`src/rtl/fetch_sequencer.sv`:
```
// Program counter owner and IF-stage sequencer for the MIPS-Lite pipeline.
// Chooses between sequential fetch, stall, redirect and halt/drain each cycle.
module fetch_sequencer #(
    parameter int ADDRESSWIDTH = 32,
    parameter logic [ADDRESSWIDTH-1:0] RESET_PC = '0,
    parameter int DRAIN_CYCLES = 3,
    parameter int CNTWIDTH = 32
) (
    input  logic                    clk,
    input  logic                    reset,
    input  logic                    haltSignal,
    input  logic                    hazardDetected,
    input  logic                    branchTaken,
    input  logic [ADDRESSWIDTH-1:0] branchAddress,
    output logic [ADDRESSWIDTH-1:0] pc,
    output logic [ADDRESSWIDTH-1:0] pcPlus4,
    output logic                    fetchValid,
    output logic                    ifidWrite,
    output logic                    ifidFlush,
    output logic                    draining,
    output logic                    halted,
    output logic                    addrError,
    output logic [CNTWIDTH-1:0]     fetchCount,
    output logic [CNTWIDTH-1:0]     stallCount
);

    localparam int DW = $clog2(DRAIN_CYCLES + 2);

    typedef enum logic [1:0] {
        IDLE,
        RUN,
        DRAIN,
        HALTED
    } state_t;

    state_t        state;
    logic [DW-1:0] drainCnt;

    logic takeBr;
    logic takeHalt;
    logic takeStall;
    logic takeSeq;

    assign takeBr    = (state == RUN) && branchTaken;
    assign takeHalt  = (state == RUN) && !branchTaken && haltSignal;
    assign takeStall = (state == RUN) && !branchTaken && !haltSignal
                       && hazardDetected;
    assign takeSeq   = (state == RUN) && !branchTaken && !haltSignal
                       && !hazardDetected;

    assign pcPlus4  = pc + ADDRESSWIDTH'(4);
    assign draining = (state == DRAIN);
    assign halted   = (state == HALTED);

    // Redirect, halt, drain and halted all push a bubble into IF/ID.
    always_comb begin
        fetchValid = 1'b0;
        ifidWrite  = 1'b1;
        ifidFlush  = 1'b1;
        unique case (1'b1)
            (state == IDLE): ifidWrite = 1'b0;
            takeStall: begin
                ifidWrite = 1'b0;
                ifidFlush = 1'b0;
            end
            takeSeq: begin
                fetchValid = 1'b1;
                ifidFlush  = 1'b0;
            end
            default: ;
        endcase
    end

    always_ff @(posedge clk or posedge reset) begin
        if (reset) begin
            state      <= IDLE;
            pc         <= RESET_PC;
            drainCnt   <= '0;
            addrError  <= 1'b0;
            fetchCount <= '0;
            stallCount <= '0;
        end else begin
            unique case (state)
                IDLE: state <= RUN;
                RUN: begin
                    if (takeBr) begin
                        pc        <= {branchAddress[ADDRESSWIDTH-1:2], 2'b00};
                        addrError <= addrError | (|branchAddress[1:0]);
                    end else if (takeHalt) begin
                        drainCnt <= DW'(DRAIN_CYCLES);
                        state    <= (DRAIN_CYCLES == 0) ? HALTED : DRAIN;
                    end else if (takeStall) begin
                        if (stallCount != '1)
                            stallCount <= stallCount + 1'b1;
                    end else begin
                        pc <= pcPlus4;
                        if (fetchCount != '1)
                            fetchCount <= fetchCount + 1'b1;
                    end
                end
                DRAIN: begin
                    drainCnt <= drainCnt - 1'b1;
                    if (drainCnt == DW'(1))
                        state <= HALTED;
                end
                HALTED: state <= HALTED;
                default: state <= IDLE;
            endcase
        end
    end

endmodule

```
`config.mk`:
```
export PLATFORM = sky130hd
export DESIGN_NAME = fetch_sequencer
export DESIGN_NICKNAME = d
export VERILOG_FILES = /design/src/rtl/fetch_sequencer.sv
export SDC_FILE = /design/constraint.sdc
export NUM_CORES = 1
export LEC_CHECK = 0
export ABC_AREA = 1
export ABC_CLOCK_PERIOD_IN_PS = 3000
export CAP_MARGIN = 25
export CORE_ASPECT_RATIO = 1.25
export CORE_MARGIN = 5
export CORE_UTILIZATION = 46
export DETAILED_ROUTE_END_ITERATION = 6
export PLACE_DENSITY = 0.88
export SYNTH_ARGS = -nofsm -noshare
export SYNTH_HDL_FRONTEND = slang
export SYNTH_SLANG_ARGS = --single-unit
```
`constraint.sdc`:
```
create_clock -name clk -period 3 [get_ports clk]
set_input_delay 0.45 -clock clk [delete_from_list [all_inputs] [get_ports clk]]
set_output_delay 0.45 -clock clk [all_outputs]
set_load 0.01 [all_outputs]
```
# == Word-level counts from Yosys, hierarchy flattened ==
# Index checks and enable logic that the tools add are counted.
# word_totals
ramBits,0
latch_bits,0
regBits,102
wordCells,58
n_memories,0
input_bits,37
romBits,0
# classes
mux,13
n_reduce_logical,20
bitwise_logic,4
order_cmp,0
n_mul,0
n_addsub,4
div,0
shifts,0
n_eq_ne,11
# op_table
operator,n
$mux 32,3
$add 32x1->32 const B,2
$ne 32x32->1 const B,2
$add 32x3->32 const B,1
$reduce_and 5->1,2
$reduce_and 3->1,3
$ne 2x2->1 const B,4
$pmux 2 s4,1
$logic_and 1x1->1,6
$mux 2,3
$mux 3,2
$pmux 3 s2,1
$reduce_or 2->1,3
$eq 2x2->1 const B,2
$eq 3x1->1 const B,1
$logic_not 1->1,3
$mux 1,3
$not 1->1,3
$sub 3x1->3 const B,1
$eq 2x1->1 const B,1
$logic_not 2->1,1
$ne 2x1->1 const B,1
$reduce_and 2->1,1
$reduce_bool 2->1,1
$or 1x1->1,1

# == Longest topological paths before layout ==
# Gate-level depths: netlist (run 1).
# logic_depth
ltp_word,7
mapped_depth,11
ltp_nobuf,11

# == Worst setup path before layout (run 1) ==
# No wires, ideal clock.
# synth_path
kind,register to output
from,register pc[3]
to,output port pcPlus4[26]
slack_ns,1.190
stages_incl_launch_ff,8
t_arrival_ns,1.360
path_cell_list,dfrtp_1 -> ha_1 -> nand2_1 -> nor2_1 -> nand2_2 -> nor2_2 -> nand3_1 -> nand2_1
# synth_between
elab_chain_len,1
# synth_lines
element,line_no,rtl
from (decl),15,"output logic [ADDRESSWIDTH-1:0] pc,"
from (signal assigned),87,"pc <= {branchAddress[ADDRESSWIDTH-1:2], 2'b00};"
from (signal assigned),96,pc <= pcPlus4;
$add 32x3->32,51,assign pcPlus4 = pc + ADDRESSWIDTH'(4);
to (decl),16,"output logic [ADDRESSWIDTH-1:0] pcPlus4,"
# No other way between the ends.

# == Final worst setup path (run 1) ==
# layout_path
from,register pc[3]
to,output port pcPlus4[22]
# The elaborated chain is that of the path after synthesis.

==> metrics.cfg, run 1 <==
[layout]
fillCellCount=1367
regArea_um2=2502
layout_common_cells=nand2_1, nor2_1, clkdlybuf4s50_1
antennaDiodeCount=0
final_common_cell=nand2_1
final_nets=1270
drive_gt1_frac=0.05353
multi_input_area_um2=3887
area_growth_pct=31.06

[cts]
clk_latency_ns=0.34
cts_tree=yes
htree_levels=3
numCtsBuffers=9
cts_setup_buffers=0
cts_sinks=100
clkTransAtPathRegs_ns=0.07
cts_resized=0
root_buffer=clkbuf_16
cts_hold_buf=0
clockBufferDepth=2

[global_route]
grt_pass1_wl_um=35500
grt_max_degree=101
grt-ovfl-total=0
grt_pass1_vias=6982
track_usage=0.2493
antenna_found_initial=0

[route]
drt-pass1-iter-count=5
vias=7390
wl_per_cell_um=15.34
drt_iter0_drc=582
finalWirelength_um=21710
routed_via_density=5.223
drcViolationCount=0
ant_nets=0

[critical_path]
cp_cell_sequence=ha_1, nand2_1, nor2_2, nand2_2, nor2_2, nand3_1, nand2_1, clkdlybuf4s50_1
cpMaxStageDelayCell=clkdlybuf4s50_1
cp-endpoint=pcPlus4[22]
cp_max_fo=6
path_delay_family=simple AND/OR/NAND/NOR gates
reg2reg_slack_ns=0.69
reg2reg_depth=11
crit_type=reg2out
max_stage_delay_ns=0.53
worst-endpoint-required_ns=2.55
critical_path_arrival_ns=2.33
cp-start-kind=register
regToRegStartpoint=stallCount[0]
startpoint=pc[3]
critPathCaptureType=primary output
crit_cells=8
crit_buf_inv=1
rr_endpoint=stallCount[2]

[die]
fp.dieArea_um2=17500
io_pins=171
die_w_um=119.3
core_um2=14830
die_h_um=146.7
rows=50
start_util=0.4635

[timing]
maxSlewViolCount=0
final.setup.tns_ns=0
worstMarginPinSlew_ns=0.7837
post-route-period-util=0.9282
fin_skew_ns=0.008125
hold_viol=0
relSlewSlack=0.4768
setup_violations=0
period_needed_ns=2.785
clock.fmax_mhz=359.1
grt_setup_unrepaired=false

[yosys]
synth_top_flop_cell=dfrtp_1
synth-simple-area-share=0.4510
synthAdderAreaFrac=0.009104
synth_top_cell_by_area=dfrtp_1
synthArstFlopShare=1.000
postSynthAreaPerCell_um2=6.434
synthCells=1068
synth_xor_area_frac=0.04188
yosys_warnings=0
synth_top_area_frac=0.3642
synthMuxAreaShare=0
synth_edf_count=0
synth_area_leaders=dfrtp_1, nand2_1, nor2_1
syn_area_um2=6872
synth_top_family_by_area=simple AND/OR/NAND/NOR gates
synth-compound-area-share=0.06118
synth_cell_types=35
ys_ff_latch=100
synth-seq-area-share=0.3642

[min_path]
worstHoldPathType=reg2reg
min_from=addrError

[power]
p_clk_frac=0.501
power_frac_comb=0.030
finalPower_mw=2.879
power_density_nw_per_um2=319.7
cell_internal_pwr_mw=2.317
p_leak_nw=4.090
net-switching-power_uw=561.7
ir_drop_uv=275.2
pwr-share-seq=0.468
switching_share=0.1951

[place]
dpl.hpwl_um=16560
place_congestion=0.9284
numPortBuffers=166

[outcome]
status=finished, final reports clean

[run]
cap_viol_max_count=0

-- through the flow --
step           utilization  std cells  setup slack, ns  instance area, µm²  hold slack [ns]
6_report            0.6074       1415           0.2154                9006           0.4882
5_1_grt             0.6074       1415          0.03870                9006           0.5498
4_1_cts             0.6073       1415           0.1082                9004           0.4859
3_5_place_dp        0.5820       1399           0.5004                8630           0.4681
3_3_place_gp        0.5820       1399           0.5723                8630           0.4636
2_1_floorplan            -       1071            1.190                6887           0.4896
-- worst reg2reg max path: stages (launching register included) --
cell	delay, ns
dfrtp_1	0.47
ha_1	0.27
inv_1	0.11
nor2_4	0.17
nand2_4	0.09
nor2_4	0.13
nand2_2	0.09
nand2_4	0.26
inv_2	0.23
buf_4	0.23
nand3b_1	0.08
nand2_1	0.06
-- synthesized netlist by cell type, types with 13 or more instances --
library cell	number
nand3b_1	27
nor2_1	175
nand3_1	42
a21oi_1	30
o21ai_0	24
xor2_1	13
xnor2_1	18
inv_1	70
nand2_1	476
dfrtp_1	100
-- layout make-up --
type / instances / share of cell area
Timing Repair Buffer: 172 / 0.1909
Sequential cell: 100 / 0.2779
Inverter: 77 / 0.03279
Clock buffer: 10 / 0.02654
Tap cell: 182 / 0.02528
Clock inverter: 6 / 0.01500
Multi-Input combinational cell: 868 / 0.4316
-- metal layers --
| layer | track usage | wire length [µm] | up-vias |
|---|---|---|---|
| li1 | - | - | 3622 |
| met1 | 0.3017 | 8462 | 3424 |
| met2 | 0.4339 | 10920 | 290 |
| met3 | 0.04959 | 1453 | 54 |
| met4 | 0.09857 | 873 | 0 |
| met5 | 0 | 0 | - |
-- power groups by stage --
stage / clock network, mW / logic (mW) / registers [mW]
2_1_floorplan: 0 / 0.0290 / 1.38
3_3_place_gp: 0 / 0.0889 / 1.37
3_5_place_dp: 0 / 0.0898 / 1.37
4_1_cts: 1.47 / 0.0896 / 1.35
5_1_grt: 1.51 / 0.0967 / 1.35
6_report: 1.44 / 0.0875 / 1.35
-- cells by family (layout without fill, tap and decap cells) --
logic type	Yosys count	count (layout)
AO/OA/AOI/OAI	76	76
adder cells (fa/ha/maj)	5	5
buffers and inverters	103	265
AND/OR/NAND/NOR	751	751
other	1	4
XOR/XNOR	32	32
flip-flops	100	100
-- flip-flops by register name (all words and copies together), names as in the netlist --
register    cells
fetchCount     32
stallCount     32
pc             30
drainCnt        3
state           2
addrError       1
-- worst min path at each step --
stage,to,slack (ns),cells after the start
3_5_place_dp,addrError,0.47,1
5_1_grt,addrError,0.55,1
4_1_cts,addrError,0.49,1
6_report,addrError,0.49,1
3_3_place_gp,addrError,0.46,1
2_1_floorplan,drainCnt[0],0.49,1
Note: power is estimated with default switching activity, not from simulation.
==> inputs of run 2 (changes only) <==
--- a/config.mk
+++ b/config.mk
@@ -5,14 +5,13 @@
 export SDC_FILE = /design/constraint.sdc
 export NUM_CORES = 1
 export LEC_CHECK = 0
-export ABC_AREA = 1
 export ABC_CLOCK_PERIOD_IN_PS = 3000
 export CAP_MARGIN = 25
 export CORE_ASPECT_RATIO = 1.25
 export CORE_MARGIN = 5
-export CORE_UTILIZATION = 46
+export CORE_UTILIZATION = 43
 export DETAILED_ROUTE_END_ITERATION = 6
-export PLACE_DENSITY = 0.88
+export PLACE_DENSITY = 0.87
 export SYNTH_ARGS = -nofsm -noshare
 export SYNTH_HDL_FRONTEND = slang
 export SYNTH_SLANG_ARGS = --single-unit
==> metrics.cfg, run 2 <==
[critical_path]
startpoint=pc[13]
cp_cell_sequence=and4_1, and4_4, nand3_1, nor2_1, xor2_1, clkdlybuf4s50_1
cp_max_fo=6  ; unchanged
rr_endpoint=stallCount[31]
critPathCaptureType=primary output
cp-start-kind=register
reg2reg_slack_ns=0.71  ; +0.02 ns
max_stage_delay_ns=0.57  ; +0.04 ns
critical_path_arrival_ns=2.44  ; +0.11 ns
path_delay_family=simple AND/OR/NAND/NOR gates
crit_cells=6  ; -2
cp-endpoint=pcPlus4[20]
worst-endpoint-required_ns=2.55  ; about the same
reg2reg_depth=6  ; -5
crit_buf_inv=1  ; unchanged
crit_type=reg2out
cpMaxStageDelayCell=clkdlybuf4s50_1
regToRegStartpoint=state[1]

[layout]
final_common_cell=clkdlybuf4s50_1
regArea_um2=2511  ; +0.35%
fillCellCount=1108  ; -19%
top_regs=fetchCount: 32 flops, stallCount: 32 flops, pc: 30 flops
final_nets=816  ; -36%
drive_gt1_frac=0.1027  ; +0.04917
layout_common_cells=clkdlybuf4s50_1, dfrtp_1, nand2_1
fin_util=0.6096  ; +0.002186
area_growth_pct=39.49
antennaDiodeCount=0  ; unchanged
multi_input_area_um2=3092  ; -20%

[yosys]
ys_ff_latch=100  ; unchanged
yosys_warnings=0  ; unchanged
syn_area_um2=5757  ; -16%
synth-seq-area-share=0.4347  ; +0.07052
synth_area_leaders=dfrtp_1, xnor2_1, xor2_1
synth_top_flop_cell=dfrtp_1
synthCells=603  ; -44%
synth_top_area_frac=0.4347  ; +0.07052
synth_cell_types=64  ; +83%
postSynthAreaPerCell_um2=9.547  ; +48%
synthArstFlopShare=1.000  ; unchanged
yosysMostFrequentCell=dfrtp_1
synth_top_cell_by_area=dfrtp_1
synth_edf_count=0  ; unchanged
synth_common_cells=dfrtp_1, nand2_1, xnor2_1

[global_route]
antenna_found_initial=0  ; unchanged
grt_pass1_vias=5336  ; -24%
track_usage=0.2150  ; -0.03428
grt-ovfl-total=0  ; unchanged
grt_pass1_wl_um=27680  ; -22%
grt_max_degree=101  ; unchanged

[route]
drt-pass1-iter-count=6  ; +1
ant_nets=0  ; unchanged
routed_via_density=5.605  ; +7.3%
drt_iter0_drc=418  ; -28%
wl_per_cell_um=18.02  ; +17%
finalWirelength_um=17120  ; -21%
vias=5325  ; -28%
drcViolationCount=0  ; unchanged

[power]
p_clk_frac=0.292  ; -0.209
power_density_nw_per_um2=509.8  ; +59%
finalPower_mw=4.094  ; +42%
cell_internal_pwr_mw=2.825  ; +22%
switching_share=0.3098  ; +0.1147
power_frac_comb=0.296  ; +0.266
pwr-share-seq=0.412  ; -0.056
ir_drop_uv=378.5  ; +38%
net-switching-power_mw=1.268  ; +130%
p_leak_nw=3.328  ; -19%

[timing]
post-route-period-util=0.9626  ; +0.03441
hold-worst-slack_ns=0.4839  ; -0.004232 ns
relSlewSlack=0.5545  ; +0.07774
worstMarginPinSlew_ns=0.6627  ; -0.1210 ns
clock.fmax_mhz=346.3  ; -3.6%
fin_skew_ns=0.01354  ; +0.005418 ns
grt_setup_unrepaired=true
hold_viol=0  ; unchanged
period_needed_ns=2.888  ; +0.1032 ns
setup_violations=0  ; unchanged
maxSlewViolCount=0  ; unchanged

[cts]
clockBufferDepth=2  ; unchanged
cts_sinks=100  ; unchanged
htree_levels=3  ; unchanged
clkTransAtPathRegs_ns=0.07  ; about the same
cts_hold_buf=0  ; unchanged
cts_tree=yes
clk_latency_ns=0.36  ; +0.02 ns
numCtsBuffers=9  ; unchanged
root_buffer=clkbuf_16

[die]
start_util=0.4370  ; -0.02643
core_um2=13170  ; -11%
die_h_um=139.4  ; -5.0%
fp.dieArea_um2=15820  ; -9.6%
die_w_um=113.5  ; -4.9%
rows=47  ; -6.0%
io_pins=171  ; unchanged

[min_path]
worstHoldPathType=reg2reg

[place]
place_congestion=0.8502  ; -8.4%
dpl.hpwl_um=12460  ; -25%
numPortBuffers=166  ; unchanged

[outcome]
status=finished, final reports clean

[run]
cap_viol_max_count=0  ; unchanged

-- run 2: cell types whose count changed in the layout (fill, tap and decap cells not counted), sizes merged, moves of 18 or more --
cell,before,now
nand4,2,29
o21ai,40,22
xnor2,18,49
nor2,189,35
nand2,487,59
nand3b,27,1
nor3,1,24
inv,76,15
xor2,14,41
-- run 2: area by class of cell --
type                       instances  area share
clock buffer                      10     0.02851
tap                              171     0.02664
sequential                       100      0.3127
clock inverter                     6    0.008881
timing repair buffer             188      0.2306
inverter                          15    0.007635
multi-input combinational        460      0.3850
-- run 2: worst min-delay path by stage --
stage	startpoint	to	slack (ns)	depth (start not counted)
floorplan	drainCnt[2]	drainCnt[2]	0.47	1
global placement	fetchCount[31]	fetchCount[31]	0.48	1
detailed placement	addrError	addrError	0.47	1
CTS	addrError	addrError	0.49	1
global route	stallCount[19]	stallCount[19]	0.52	1
finish	addrError	addrError	0.48	1
-- run 2: what timing repair did --
item / CTS / global route
resized for setup: 6 / 14
setup buffers: 0 / 1
pin swaps: 0 / 2
cloned: 0 / 1
endpoints found under the setup margin: 13 / 15
-- run 2: cell families (layout without fill, tap and decap cells) --
family / after synthesis / after routing / synth area share
buffers and inverters: 47 / 219 / 0.03782
and+or+nand+nor: 267 / 268 / 0.2678
AOI/OAI and AO/OA: 90 / 90 / 0.1056
muxes: 3 / 3 / 0.005651
DFF: 100 / 100 / 0.4347
other: 1 / 4 / 0.0006514
xor gates and xnor gates: 90 / 90 / 0.1369
adders and majority gates: 5 / 5 / 0.01087
-- run 2: per-layer routing --
layer  global-route usage  share of wire  wire, µm
met3              0.04429          0.062      1059
met4              0.08165          0.029       503
met5                    0              0         0
met1               0.2742           0.42      7106
met2               0.3571           0.49      8449
-- run 2: power by group through the flow --
stage               logic, mW  registers (mW)  clock network (mW)
floorplan               0.475            1.72                   0
finish                   1.21            1.69                1.20
global route             1.30            1.72                1.27
detailed placement       1.20            1.70                   0
CTS                      1.21            1.68                1.22
global placement         1.19            1.69                   0
-- run 2: metrics by stage --
step	instances	setup slack, ns	cell area, µm²	setup TNS [ns]
finish	950	0.1122	8030	0
global route	950	-0.01194	8030	-0.01194
CTS	948	0.0004732	7980	0
detailed placement	932	0.1966	7674	0
global placement	932	0.2627	7674	0
floorplan	606	0.7954	5772	0
